`src/rtl/irq_encoder_32_5_if.sv`:
```
// Request/grant bundle between event sources, the encoder and the consumer
// that services requests by index. The encoder side uses the slave modport.
interface irq_encoder_32_5_if;
    logic [31:0] req;      // one-cycle request strobes, bit i = event i
    logic        ack;      // consumer accepts the presented index
    logic [4:0]  idx;      // index of the granted request
    logic        valid;    // idx valid, held stable until acked
    logic [31:0] pending;  // pending register, for debug/status
    logic        overrun;  // one-cycle pulse: request hit an already-pending bit

    modport master (
        output req,
        output ack,
        input  idx,
        input  valid,
        input  pending,
        input  overrun
    );

    modport slave (
        input  req,
        input  ack,
        output idx,
        output valid,
        output pending,
        output overrun
    );
endinterface

```
`src/rtl/irq_encoder_32_5.sv`:
```
// Sequential 32-to-5 request encoder. Request strobes are merged into a
// pending register; one pending request at a time is presented as a 5-bit
// index with a valid/ack handshake.
//
// Optional feature: define IRQ_ENCODER_ROUND_ROBIN_EN to replace the fixed
// lowest-index priority with a round-robin search that starts just above the
// last acked grant (pointer resets to 31, so bit 0 is favoured first).
module irq_encoder_32_5 (
    input  logic             clock,
    input  logic             reset_n,
    irq_encoder_32_5_if.slave bus
);

    typedef enum logic {
        IDLE = 1'b0,
        HOLD = 1'b1
    } state_t;

    state_t      state_q, state_d;
    logic [4:0]  idx_q, idx_d;
    logic        valid_q, valid_d;
    logic [31:0] pending_q, pending_d;
    logic        overrun_q, overrun_d;
    logic [31:0] clr;
    logic [4:0]  sel_idx;

    // Index of the lowest set bit; 0 when the vector is empty (never used then).
    function automatic logic [4:0] lowest_set(input logic [31:0] v);
        lowest_set = '0;
        for (int i = 31; i >= 0; i--) begin
            if (v[i]) lowest_set = 5'(i);
        end
    endfunction

`ifdef IRQ_ENCODER_ROUND_ROBIN_EN
    logic [4:0]  last_q, last_d;
    logic [4:0]  start;
    logic [63:0] doubled;

    // Rotate pending so bit (last+1) lands at position 0, pick the lowest
    // set bit there, then rotate the answer back; 5-bit adds wrap 31 -> 0.
    assign start   = last_q + 5'd1;
    assign doubled = {pending_q, pending_q} >> start;
    assign sel_idx = lowest_set(doubled[31:0]) + start;
`else
    assign sel_idx = lowest_set(pending_q);
`endif

    // Next-state, handshake and pending-register update logic.
    always_comb begin
        // NOTE: every signal written here gets a default first so no path can
        // leave it unassigned, which would otherwise infer a latch.
        state_d = state_q;
        idx_d   = idx_q;
        valid_d = valid_q;
`ifdef IRQ_ENCODER_ROUND_ROBIN_EN
        last_d  = last_q;
`endif
        clr     = '0;

        if (valid_q && bus.ack) clr = 32'b1 << idx_q;

        // A request on the bit being cleared this cycle wins: it stays set.
        pending_d = (pending_q & ~clr) | bus.req;
        overrun_d = |(bus.req & pending_q & ~clr);

        case (state_q)
            IDLE: begin
                if (|pending_q) begin
                    idx_d   = sel_idx;
                    valid_d = 1'b1;
                    state_d = HOLD;
                end
            end
            HOLD: begin
                // idx is frozen here; new requests never preempt it.
                if (bus.ack) begin
                    valid_d = 1'b0;
                    state_d = IDLE;
`ifdef IRQ_ENCODER_ROUND_ROBIN_EN
                    last_d  = idx_q;
`endif
                end
            end
            default: begin
                state_d = IDLE;
                valid_d = 1'b0;
            end
        endcase
    end

    // State register with synchronous active-low reset taking priority.
    always_ff @(posedge clock) begin
        // NOTE: sequential state uses non-blocking assignments so every
        // register samples pre-edge values regardless of statement order.
        if (!reset_n) begin
            state_q   <= IDLE;
            idx_q     <= '0;
            valid_q   <= 1'b0;
            pending_q <= '0;
            overrun_q <= 1'b0;
`ifdef IRQ_ENCODER_ROUND_ROBIN_EN
            last_q    <= 5'd31;
`endif
        end else begin
            state_q   <= state_d;
            idx_q     <= idx_d;
            valid_q   <= valid_d;
            pending_q <= pending_d;
            overrun_q <= overrun_d;
`ifdef IRQ_ENCODER_ROUND_ROBIN_EN
            last_q    <= last_d;
`endif
        end
    end

    assign bus.idx     = idx_q;
    assign bus.valid   = valid_q;
    assign bus.pending = pending_q;
    assign bus.overrun = overrun_q;

endmodule

```
`src/flat_wrapper.sv`:
```
// flat-port wrapper written by rule: the top's interface ports become plain ports
module irq_encoder_32_5_flat 
  (clock, reset_n, bus_req, bus_ack, bus_idx, bus_valid, bus_pending, bus_overrun);
  irq_encoder_32_5_if bus_i ();
  input  logic clock;
  input  logic reset_n;
  input wire logic [$bits(bus_i.req)-1:0] bus_req;
  input wire logic [$bits(bus_i.ack)-1:0] bus_ack;
  output wire logic [$bits(bus_i.idx)-1:0] bus_idx;
  output wire logic [$bits(bus_i.valid)-1:0] bus_valid;
  output wire logic [$bits(bus_i.pending)-1:0] bus_pending;
  output wire logic [$bits(bus_i.overrun)-1:0] bus_overrun;
  assign bus_i.req = bus_req;
  assign bus_i.ack = bus_ack;
  assign bus_idx = bus_i.idx;
  assign bus_valid = bus_i.valid;
  assign bus_pending = bus_i.pending;
  assign bus_overrun = bus_i.overrun;
  irq_encoder_32_5 u_core (.clock(clock), .reset_n(reset_n), .bus(bus_i));
endmodule
```
`config.mk`:
```
export PLATFORM = sky130hd
export DESIGN_NAME = irq_encoder_32_5_flat
export DESIGN_NICKNAME = d
export VERILOG_FILES = /design/src/rtl/irq_encoder_32_5_if.sv /design/src/rtl/irq_encoder_32_5.sv /design/src/flat_wrapper.sv
export SDC_FILE = /design/constraint.sdc
export NUM_CORES = 1
export LEC_CHECK = 0
export ABC_AREA = 1
export ABC_CLOCK_PERIOD_IN_PS = 4300
export CAP_MARGIN = 40
export CORE_AREA = 5 5 78 80
export CTS_CLUSTER_DIAMETER = 100
export CTS_CLUSTER_SIZE = 12
export DETAILED_ROUTE_END_ITERATION = 12
export DIE_AREA = 0 0 83 85
export HOLD_SLACK_MARGIN = 0.03
export PLACE_DENSITY = 0.75
export SYNTH_ARGS = -nofsm -noshare
export SYNTH_HDL_FRONTEND = slang
export SYNTH_SLANG_ARGS = --single-unit
```
`constraint.sdc`:
```
create_clock -name clock -period 4.3 [get_ports clock]
set_clock_uncertainty 0.15 [all_clocks]
set_input_delay 0.645 -clock clock [delete_from_list [all_inputs] [get_ports clock]]
set_output_delay 0.645 -clock clock [all_outputs]
set_load 0.02 [all_outputs]
```
==> results of run 1 <==
[power by group]
part,internal (uW),total (uW),switching (uW)
clock,205,339,134
sequential,398,435,37.0
combinational,120,260,139
total,723,1030,311
[layer usage]
layer  track usage (%)  up-vias  part of all wire, %
met2              35.8       91                   46
met1              28.0     1064                   46
met5                 0        -                    0
met3              3.79       12                  6.2
met4              5.20        0                  1.4
li1                  -     1249                    -
[state kept, by name, summed over array words and instances, names as in the netlist]
signal / flops
u_core.state_q: 1
u_core.bus.overrun: 1
u_core.bus.valid: 1
u_core.bus.pending: 32
u_core.bus.idx: 5
[final cells by class]
cell class	instances	area, um2
fill	546	2250
timing repair buffer	74	738
inverter	73	302
clock inverter	1	30.0
sequential	40	801
multi-input combinational	221	1030
tap	72	90.1
clock buffer	7	96.3
[cells by family (layout without fill, tap and decap cells)]
| group | Yosys count | after routing | share of synthesized area [%] |
|---|---|---|---|
| AOI/OAI and AO/OA | 80 | 80 | 21.0 |
| buffers and inverters | 79 | 155 | 15.0 |
| DFF | 40 | 40 | 37.2 |
| and+or+nand+nor | 141 | 141 | 26.8 |
[metrics by stage]
step | util, % | std cells | setup WS, ns | power (uW) | hold slack (ns)
2_1_floorplan | - | 340 | 2.14 | 578 | 0.274
3_3_place_gp | 55.5 | 480 | 1.33 | 702 | 0.281
3_5_place_dp | 55.5 | 480 | 1.23 | 703 | 0.310
4_1_cts | 57.8 | 488 | 1.54 | 1030 | 0.321
5_1_grt | 57.8 | 488 | 1.34 | 1080 | 0.342
6_report | 57.8 | 488 | 1.53 | 1030 | 0.319
[path summary, 6_finish.rpt]
check                                    startpoint                             end  slack [ns]  depth (start not counted)
hold / removal            u_core.state_q$_SDFF_PN0_   u_core.bus.valid$_SDFFE_PN0P_        0.32                          1
hold reg to reg           u_core.state_q$_SDFF_PN0_   u_core.bus.valid$_SDFFE_PN0P_        0.32                          1
setup reg to reg  u_core.bus.pending[30]$_SDFF_PN0_  u_core.bus.idx[0]$_SDFFE_PN0P_        1.86                         33
setup / recovery                            bus_ack   u_core.bus.overrun$_SDFF_PN0_        1.53                          8
[placed cells by master, fill, tap and decap left out, drive strengths merged]
master / netlist / layout
inv: 70 / 70
a21oi: 38 / 38
o21bai: 1 / 1
nand2: 82 / 82
bufinv: 2 / 3
nor2: 32 / 32
o31ai: 1 / 1
nand3: 14 / 14
nor4: 9 / 9
dfxtp: 40 / 40
a41oi: 1 / 1
nand4: 2 / 2
clkdlybuf4s50: 0 / 73
nor3: 2 / 2
o21ai: 22 / 22
buf: 0 / 1
o22ai: 12 / 12
clkbuf: 6 / 7
a311oi: 1 / 1
a211oi: 4 / 4
clkinv: 1 / 1
==> impl_results.md, run 1 <==
* Outcome: complete, no violations
* Number of H-tree levels at 2
* Clock transition at the registers of the reported paths at roughly 0.080 ns
* Final hold violation count at 0
* Final WL at 7410 um
* Root Buffer Master: clkbuf_8
* Synth cell types at 23
* CP Max Fanout at 10
* ANT cells at 0
* Fraction of registers with async set/reset at 0%
* Worst-Margin Slew at between 0.8 and 0.9 ns
* Number of port buffers at between 70 and 80
* Arrival @ worst endpoint at 2.78 ns
* CP delay by family, top: simple AND/OR/NAND/NOR gates
* Post-CTS setup buffer count at 0
* Clock Sinks at 40
* Setup_tns at 0 ns
* Crit path max-delay cell type: clkdlybuf4s50_1
* Rel. slew slack at 41.8%
* Vias in the first global route at 2,423
* Top FF cell, synth: dfxtp_1
* Die width at between 80 and 90 um
* Antenna violations before repair at 0
* Syn nets at between 300 and 400
* Pin count of the biggest net entering global routing at 27
* Power Dens Cells at around 330 nW/um2
* Gr usage total at a little over a fifth
* RSZ-0062 raised after global routing: false
* Area Overhead vs Synth at 43.3%
* # setup viols final at 0
* First-pass GRT wire length at 12,100 um
* Most numerous cell in the Yosys netlist: nand2_1
* Critical Path Sink Type: register
* MaxCap Viol Count at 0
* CTS resizes at 0
* Hold-fix buffer count after cts at 0
* Number of synthesized flops with an enable pin at 0
* DIE AREA at around 7000 um2
* Clk buf depth at 2
* Leakage power at roughly 0.0014 uW
* Clock Latency Late Sink at just under 0.3 ns
* Setup Crit Path Kind: input port to register
* Peak VDD IR at around 0.17 mV
* DP HPWL at roughly 6100 um
* CP max stage delay at about 0.53 ns
* Global placer's final weighted congestion at slightly above 0.9
* WL/cell at 15.2 um
* CP Buf/Inv Count at 2
* Post-synthesis sequential area ratio at 37.2%
* Hold Crit Class: register to register
* Startpoint types: input port
* Die H at 85 um
* Final min period at approximately 2.8 ns
* Final number of max-transition violations at 0
* Commonest cells in the netlist: nand2_1 (82), inv_1 (60), dfxtp_1 (40), a21oi_1 (37), nor2_1 (32)
* CTS tree: done
* Share of layout cells above drive strength 1 at around 5.5%
* Drt drc at 0
* Final net count at 450
* Crit share post-route at between 60 and 70%
* Dpl cell area at slightly below 3000 um2
* Average size of a mapped cell at roughly 6.3 um2
* Synth warn at 0
* Initial Util at between 40% and 50%
* Via density at 4.95
* Worst Path Required at between 4 and 5 ns
* Yosys top cell by area: dfxtp_1
* Core Region at 5340 um2
* CP Cell Sequence: clkdlybuf4s50_1, nand2_1, nor2_1, inv_2, o21ai_1, o22ai_1, nor4_1, a41oi_1
* Synth area leaders: dfxtp_1 (37%), nand2_1 (14%), inv_1 (10%)
* Number of buffers created by CTS at 5
* Io pins at 74
* Post-Syn Area at between 2000 and 2500 um2
* GR Overflow Total at 0
* Row count at 27
* Design Area, Final at 3090 um2
* Drt first pass iters at 4
* Final ANT Viol Nets at 0
* Synth top area share at 37.2%
* Maximum operating frequency at 0.361 GHz
* Initial DRC count at ~130
* Yosys reg bits at 40
* Synth Instances at 340
* Via count at between 2,000 and 2,500
Note: power is estimated with default switching activity, not from simulation.
==> run 2, diff against run 1 <==
--- a/config.mk
+++ b/config.mk
@@ -6,7 +6,7 @@
 export NUM_CORES = 1
 export LEC_CHECK = 0
 export ABC_AREA = 1
-export ABC_CLOCK_PERIOD_IN_PS = 4300
+export ABC_CLOCK_PERIOD_IN_PS = 2600
 export CAP_MARGIN = 40
 export CORE_AREA = 5 5 78 80
 export CTS_CLUSTER_DIAMETER = 100
==> constraint.sdc (replaced) <==
create_clock -name clock -period 2.6 [get_ports clock]
set_clock_uncertainty 0.15 [all_clocks]
set_input_delay 0.39 -clock clock [delete_from_list [all_inputs] [get_ports clock]]
set_output_delay 0.39 -clock clock [all_outputs]
set_load 0.02 [all_outputs]
==> run 2 against run 1 <==
Via count grew 2.2%. Global-route usage shrank 0.60 points. Clock-buffer cell count is the same. Sequential power grew 66%. Critical endpoint is now u_core.bus.idx[0]$_SDFFE_PN0P_.
==> impl_results.md, run 2 (synthesis results as in run 1) <==
* CP max stage delay at 0.37 ns (-0.16 ns)
* Setup slack, reg-to-reg at 0.31 ns (-1.55 ns)
* Final hold violation count at 0 (unchanged)
* RSZ-0062 raised after global routing: false
* Via density at 5.01 (+1.2%)
* Final ANT Viol Nets at 0 (unchanged)
* Layout Cells excl Fill at 493 (+1.0%)
* Final WL at 7200 um (-2.8%)
* R2R depth at 33 (unchanged)
* Drt first pass iters at 4 (unchanged)
* Via count at 2,470 (+2.2%)
* GRT met2 Usage at 36.2% (+0.44 points)
* Critical Path Sink Type: register
* Core Region at 5340 um2 (unchanged)
* CTS resizes at 0 (unchanged)
* # setup viols final at 0 (unchanged)
* Peak VDD IR at 0.362 mV (+110%)
* Die H at 85 um (unchanged)
* Drt drc at 0 (unchanged)
* Number of port buffers at 73 (unchanged)
* Crit path max-delay cell type: dfxtp_2
* Io pins at 74 (unchanged)
* Number of H-tree levels at 2 (unchanged)
* Hold Path Origin: u_core.state_q$_SDFF_PN0_
* Antenna violations before repair at 0 (unchanged)
* Post-Route Utilization at 58.6% (+0.82 points)
* Maximum operating frequency at ~0.44 GHz
* CP most frequent cell: nand2_1
* Pin count of the biggest net entering global routing at 24 (-11%)
* CP Max Fanout at 4 (-6)
* Hold path endpoint: u_core.bus.valid$_SDFFE_PN0P_
* Worst Path Required at 2.63 ns (-1.68 ns)
* WL/cell at 14.6 um (-3.7%)
* Row count at 27 (unchanged)
* GR Overflow Total at 0 (unchanged)
* Rel. slew slack at 65.2% (+23 points)
* Number of buffers created by CTS at 5 (unchanged)
* Leakage power at 0.00140 uW (+1.7%)
* Setup Crit Path Kind: register to register
* Reg2reg end: u_core.bus.idx[0]$_SDFFE_PN0P_
* Gr usage total at 20.6% (-0.60 points)
* Final net count at 455 (+1.1%)
* Startpoint types: register
* Root Buffer Master: clkbuf_8
* Initial Util at 40.4% (unchanged)
* Area Overhead vs Synth at 45.3%
* Outcome: complete, no violations
* Final number of max-transition violations at 0 (unchanged)
* DIE AREA at 7060 um2 (unchanged)
* Share of layout cells above drive strength 1 at 7.84% (+2.3 points)
* Most frequent cells in the layout: nand2_1 (81), clkdlybuf4s50_1 (73), inv_1 (59)
* Final min period at 2.29 ns
* Hold Path Depth at 1 (unchanged)
* ANT cells at 0 (unchanged)
* Clock Latency Late Sink at 0.29 ns (about the same)
* Vias in the first global route at 2,493 (+2.9%)
* Placed insts at 485 (+1.0%)
* Power Dens Cells at 547 nW/um2 (+63%)
* Largest register FFs at 32 (unchanged)
* Clock transition at the registers of the reported paths at 0.08 ns (about the same)
* Gr busiest metal: met2
* Crit share post-route at ~90%
* DP HPWL at 5960 um (-2.2%)
* MaxCap Viol Count at 0 (unchanged)
* Worst-Margin Slew at 0.518 ns (-0.355 ns)
* Hold Crit Class: register to register
* Most common cell after layout, fill and taps aside: nand2_1
* CTS tree: done
* Clock Sinks at 40 (unchanged)
* Post-CTS setup buffer count at 0 (unchanged)
* Setup_tns at 0 ns (unchanged)
* Initial DRC count at 142 (+11%)
* Hold-fix buffer count after cts at 0 (unchanged)
* Global placer's final weighted congestion at 0.965 (+6.4%)
* Die width at 83 um (unchanged)
* Arrival @ worst endpoint at 2.32 ns (-0.46 ns)
* Worst r2r src: u_core.bus.pending[30]$_SDFF_PN0_
* First-pass GRT wire length at 11,900 um (-1.9%)
* GRT met1 Usage at 25.4% (-2.6 points)
* Clk buf depth at 2 (unchanged)
* GR Util met3 at 4.08% (+0.29 points)
[run 2: cell types whose count changed in the layout (fill, tap and decap cells not counted)]
cell	change
dfxtp_2	+3
buf_4	+5
nand2_2	+1
dfxtp_1	-3
inv_2	+1
inv_1	-1
nand2_1	-1
[run 2: how the worst max path moves through the flow]
stage                                 startpoint                             end  slack (ns)  cells past startpoint
2_1_floorplan  u_core.bus.pending[30]$_SDFF_PN0_  u_core.bus.idx[0]$_SDFFE_PN0P_        0.44                     33
3_3_place_gp                             bus_ack   u_core.bus.overrun$_SDFF_PN0_        0.14                      8
3_5_place_dp                             bus_ack   u_core.bus.overrun$_SDFF_PN0_        0.13                      8
4_1_cts        u_core.bus.pending[30]$_SDFF_PN0_  u_core.bus.idx[0]$_SDFFE_PN0P_        0.22                     33
5_1_grt        u_core.bus.pending[30]$_SDFF_PN0_  u_core.bus.idx[0]$_SDFFE_PN0P_       0.006                     33
6_report       u_core.bus.pending[30]$_SDFF_PN0_  u_core.bus.idx[0]$_SDFFE_PN0P_        0.31                     33
[run 2: area by class of cell]
cell class | instances | area, um2
sequential | 40 | 805
clock inverter | 1 | 30.0
inverter | 73 | 302
timing repair buffer | 79 | 776
multi-input combinational | 221 | 1030
tap | 72 | 90.1
clock buffer | 7 | 96.3
fill | 559 | 2210
[run 2: where the power goes]
part           switching, uW  internal, uW  total (uW)  leakage (uW)
Combinational            231           202         433       0.00100
Clock                    218           339         557     0.0000645
Sequential              62.2           659         721      0.000335
Total                    511          1200        1710       0.00140
[run 2: worst max-delay path, delay by kind of cell (launching register included)]
| kind | cells | cell delay, ns |
|---|---|---|
| DFF | 1 | 0.37 |
| AOI/OAI and AO/OA | 1 | 0.05 |
| and+or+nand+nor | 31 | 1.59 |
| buffers and inverters | 1 | 0.03 |
[run 2: layer usage]
| layer | vias to the layer above | part of all wire, % |
|---|---|---|
| li1 | 1256 | - |
| met1 | 1122 | 43 |
| met2 | 87 | 48 |
| met3 | 5 | 7.4 |
| met4 | 0 | 0.76 |
| met5 | - | 0 |
[run 2: per-stage QoR]
step | setup slack (ns) | cell area [um2] | power [uW] | hold slack [ns]
2_1_floorplan | 0.444 | 2150 | 956 | 0.274
3_3_place_gp | 0.143 | 3000 | 1160 | 0.283
3_5_place_dp | 0.129 | 3000 | 1160 | 0.302
4_1_cts | 0.220 | 3120 | 1710 | 0.315
5_1_grt | 0.00621 | 3130 | 1790 | 0.334
6_report | 0.309 | 3130 | 1710 | 0.310
==> RTL edit 1, RTL diff (config.mk and constraints of run 2) <==
Take the reset off `pending_q` and load it in a clocked block of its own.
--- a/src/rtl/irq_encoder_32_5.sv
+++ b/src/rtl/irq_encoder_32_5.sv
@@ -98,5 +98,4 @@
             idx_q     <= '0;
             valid_q   <= 1'b0;
-            pending_q <= '0;
             overrun_q <= 1'b0;
 `ifdef IRQ_ENCODER_ROUND_ROBIN_EN
@@ -107,5 +106,4 @@
             idx_q     <= idx_d;
             valid_q   <= valid_d;
-            pending_q <= pending_d;
             overrun_q <= overrun_d;
 `ifdef IRQ_ENCODER_ROUND_ROBIN_EN
@@ -113,4 +111,8 @@
 `endif
         end
+    end
+
+    always_ff @(posedge clock) begin
+        pending_q <= pending_d;
     end
 
Function: changed (a bounded check fails within 4 cycles, from zero or initial values and one cycle with reset_n low).
==> RTL edit 1 against run 2 <==
- synthesized cell count is 1.2% lower
- routed wire length is 16% lower
- cell count down 0.81%
- sequential cell count unchanged
- final area decreased by 2.0%
- worst setup slack worse by 0.19 ns
- synthesized area fell by 0.93%
Power is not compared: it rests on default switching activity, and its combinational part moved more than twofold at a synthesized area within 25%.
==> RTL edit 1: results (changes against run 2) <==
outcome=finished clean; Slew HR=60.44% (-4.7 points); vias in the first global route=2262 (-9.3%); layout cells sized above 1=8.393% (+0.55 points); WL/cell=12.39 um (-15%); r2r worst-path depth=7 (-79%); Data arrival, critical path=2.48 ns (+0.16 ns); hold depth=2 (+1); top cells by area, synth=dfxtp_1, nand2_1, inv_1, nor2_1, nand3_1; slowest stage cell, crit path=dfxtp_1; most frequent cells after synthesis=nand2_1, inv_1, dfxtp_1, nor2_1, nand3_1; Net Count, Synth=371 (-1.1%); Placed Area=2970 um^2 (-0.92%); Total Routing Usage GR=17.68% (-2.9 points); Vias per Instance=4.679 (-6.6%); register area share after synthesis=37.51% (+0.35 points); count of different cell masters after synthesis=27 (+17%); WL met2=2.891 mm (-17%); met3 wire length=401 um (-25%); Num CTS Buffers=5 (unchanged); DRT iter0 DRCs=120 (-15%); critical path's largest stage delay=0.58 ns (+0.21 ns); Final HPWL DP=5.019 mm (-16%); # nets final=451 (-0.88%); ANT cells=0 (unchanged); gpl congestion=0.8935 (-7.4%); pin count of the biggest net entering global routing=14 (-42%); Metal-1 WL=2.672 mm (-14%); Crit Path Max Fanout=13 (+9); first-pass GRT wire length=10.38 mm (-13%); initial antenna violation count=0 (unchanged)
RTL edit 1: stage by stage:
step,instances,setup slack (ns),utilization [%]
after floorplan,336,0.4597,-
after global placement,481,-0.08690,55.65
after detailed placement,481,-0.1218,55.65
after CTS,489,0.1675,57.34
after global routing,489,0.0005735,57.48
final,489,0.1181,57.48
RTL edit 1: critical path, delay by kind of cell (launching register included):
| kind | cells | cell delay, ns |
|---|---|---|
| AND/OR/NAND/NOR | 3 | 0.65 |
| flip-flops | 1 | 0.58 |
| buffers and inverters | 1 | 0.19 |
| AO/OA/AOI/OAI | 3 | 0.75 |
RTL edit 1: cells by family (layout without fill, tap and decap cells):
kind of cell / after synthesis / after routing / share of synthesized area (%)
flip-flops: 40 / 40 / 37.51
AND/OR/NAND/NOR: 173 / 173 / 33.76
buffers and inverters: 74 / 155 / 14.30
AO/OA/AOI/OAI: 49 / 49 / 14.42
RTL edit 1: timing repair:
item	in CTS	in global routing
endpoints found under the setup margin	0	2
resized for setup	0	6
setup buffers	0	0
hold buffers	0	0
RTL edit 1: cell type report:
class | count | area [um^2]
clock buffer | 8 | 90.09
tap | 72 | 90.09
timing repair buffer | 77 | 760.7
sequential | 40 | 804.5
multi-input combinational | 222 | 1032
inverter | 70 | 290.3
fill | 560 | 2270
RTL edit 1: path summary, 6_finish.rpt:
kind,start,endpoint,slack [ns]
max,u_core.bus.idx[3],u_core.bus.overrun,0.12
min,u_core.bus.pending[31],u_core.bus.pending[31],0.34
max reg2reg,u_core.bus.idx[3],u_core.bus.overrun,0.12
min reg2reg,u_core.bus.pending[31],u_core.bus.pending[31],0.34
RTL edit 1: metal layers:
metal | track usage, % | vias up
li1 | - | 1207
met1 | 21.49 | 996
met2 | 30.47 | 78
met4 | 5.498 | 0
met5 | 0 | -
met3 | 4.757 | 7
==> RTL edit 2, RTL diff (config.mk and constraints of run 2) <==
Without the edit above. Reset style: asynchronous (`reset_n`), changed in one clocked block. Comments in the files are not updated.
--- a/src/rtl/irq_encoder_32_5.sv
+++ b/src/rtl/irq_encoder_32_5.sv
@@ -91,5 +91,5 @@
 
     // State register with synchronous active-low reset taking priority.
-    always_ff @(posedge clock) begin
+    always_ff @(posedge clock or negedge reset_n) begin
         // NOTE: sequential state uses non-blocking assignments so every
         // register samples pre-edge values regardless of statement order.
Behaviour: differs if reset_n is asserted again (counterexample within 4 cycles, from zero or initial values and one cycle with reset_n low); with reset_n held inactive, the same outputs for 4 cycles.
==> RTL edit 2 against run 2 <==
- sequential cell count stayed put
- routed wire length is 2.5% lower
- total power is 0.16% higher
- worst setup slack worse by 0.016 ns
- final area is 5.4% higher
- combinational power is 2% higher
- non-clock buffer count is 1 higher
- first-iteration DRC count is 23% higher
- maximum frequency is 0.71% lower
- synthesized area is 6.6% higher
- critical endpoint is now u_core.bus.overrun
==> RTL edit 2: results (changes against run 2) <==
count of different cell masters after synthesis=24 (+4.3%); Synthesis Warnings=0 (unchanged); drt pass-1 iters=5 (+1); final WL=7.022 mm (-2.5%); Hold Path Class=input pin to asynchronous set/reset pin; Crit Path Max Fanout=10 (+6); gpl congestion=0.8773 (-9.1%); post-CTS resize count=0 (unchanged); pin count of the biggest net entering global routing=27 (+13%); Data arrival, critical path=around 2.3 ns; root buffer cell=clkbuf_8; Slew @ Worst Pin=0.5202 ns (+0.002540 ns); clock-pin slew on the worst setup and hold paths=~0.090 ns; dpl ws=0.1095 ns (-0.01956 ns); Num CTS Buffers=5 (unchanged); outcome=finished clean; most frequent cells after synthesis=nand2_1, inv_1, dfrtp_1, nor2_1, o21ai_0; DRT iter0 DRCs=174 (+23%); register area share after synthesis=43.57% (+6.4 points); Net Count, Synth=366 (-2.4%); layout cells sized above 1=8.393% (+0.55 points); Final HPWL DP=5.789 mm (-2.9%); Leakage=1.572 nW (+12%); Vias per Instance=4.937 (-1.5%); number of enable flip-flop cells after synthesis=0 (unchanged); first-pass GRT wire length=11.50 mm (-3.1%); vias in the first global route=2406 (-3.5%); number of flip-flops under the largest register name=32 (unchanged); # nets final=451 (-0.88%); H-tree Lvls=2 (unchanged); worst skew pair latency=about 0.3 ns; ANT cells=0 (unchanged); Total Routing Usage GR=20.33% (-0.23 points); initial antenna violation count=0 (unchanged); IO buf count=73 (unchanged); Max Root-Sink Buffers=2 (unchanged); FFs w/ async S/R, synth=100.0% (+100 points); IR drop worst, VDD=0.2691 mV (-26%); top cells by area, synth=dfrtp_1, nand2_1, inv_1, o21ai_0, nor2_1
-- RTL edit 2: timing repair --
action                                  CTS  global route
buffers inserted                          0             2
hold buffers                              1             0
hold endpoints to repair                 14             0
endpoints found under the setup margin    0             1
-- RTL edit 2: power breakdown --
part / internal, mW / switching (mW) / total (mW)
clock network: 0.339 / 0.222 / 0.561
logic: 0.184 / 0.255 / 0.440
registers: 0.663 / 0.0500 / 0.713
total: 1.19 / 0.528 / 1.71
-- RTL edit 2: logic make-up after synthesis --
| logic type | synth area share [%] |
|---|---|
| buffers and inverters | 13.78 |
| and+or+nand+nor | 30.94 |
| AOI/OAI and AO/OA | 11.71 |
| DFF | 43.57 |
-- RTL edit 2: per-layer routing --
| layer | vias up | track usage, % | part of all wire (%) | routed length, um |
|---|---|---|---|---|
| li1 | 1203 | - | - | - |
| met1 | 1112 | 25.56 | 43 | 3034 |
| met2 | 90 | 36.08 | 50 | 3500 |
| met3 | 9 | 3.786 | 5.8 | 404 |
| met4 | 0 | 5.052 | 1.2 | 82 |
| met5 | - | 0 | 0 | 0 |
-- RTL edit 2: final cells by class --
type | instances | area [um^2]
Sequential cell | 40 | 1001
Clock buffer | 7 | 96.34
Clock inverter | 1 | 30.03
Multi-Input combinational cell | 214 | 979.7
Timing Repair Buffer | 80 | 793.3
Inverter | 75 | 309.0
Fill cell | 526 | 2038
Tap cell | 72 | 90.09
-- RTL edit 2: metrics by stage --
stage          utilization, %  cell area, um^2  hold WS (ns)  instances  TNS (ns)
6_report                61.81             3299        0.3856        489         0
5_1_grt                 61.81             3299        0.4240        489  -0.05522
4_1_cts                 61.53             3284        0.3920        487         0
3_5_place_dp            58.98             3148        0.1656        478         0
3_3_place_gp            58.60             3128        0.3725        477         0
2_1_floorplan               -             2297      -0.05559        331         0
-- RTL edit 2: final timing paths --
kind	depth (start not counted)	to	from	slack, ns
setup / recovery	7	u_core.bus.overrun	u_core.bus.idx[2]	0.29
hold / removal	2	u_core.bus.pending[10]	reset_n	0.39
setup reg to reg	7	u_core.bus.overrun	u_core.bus.idx[2]	0.29
hold reg to reg	3	u_core.bus.valid	u_core.state_q	0.39
max in group asynchronous	3	u_core.bus.pending[31]	reset_n	1.46
min in group clock	3	u_core.bus.valid	u_core.state_q	0.39
-- RTL edit 2: worst max-delay path, cell delays in order (launching register included) --
cell and delay, ns:
dfrtp_1 0.54, inv_1 0.17, nor4_1 0.43, a21oi_1 0.17, a21oi_1 0.16, o2111ai_1 0.14, nor4_1 0.33, nand3_1 0.11
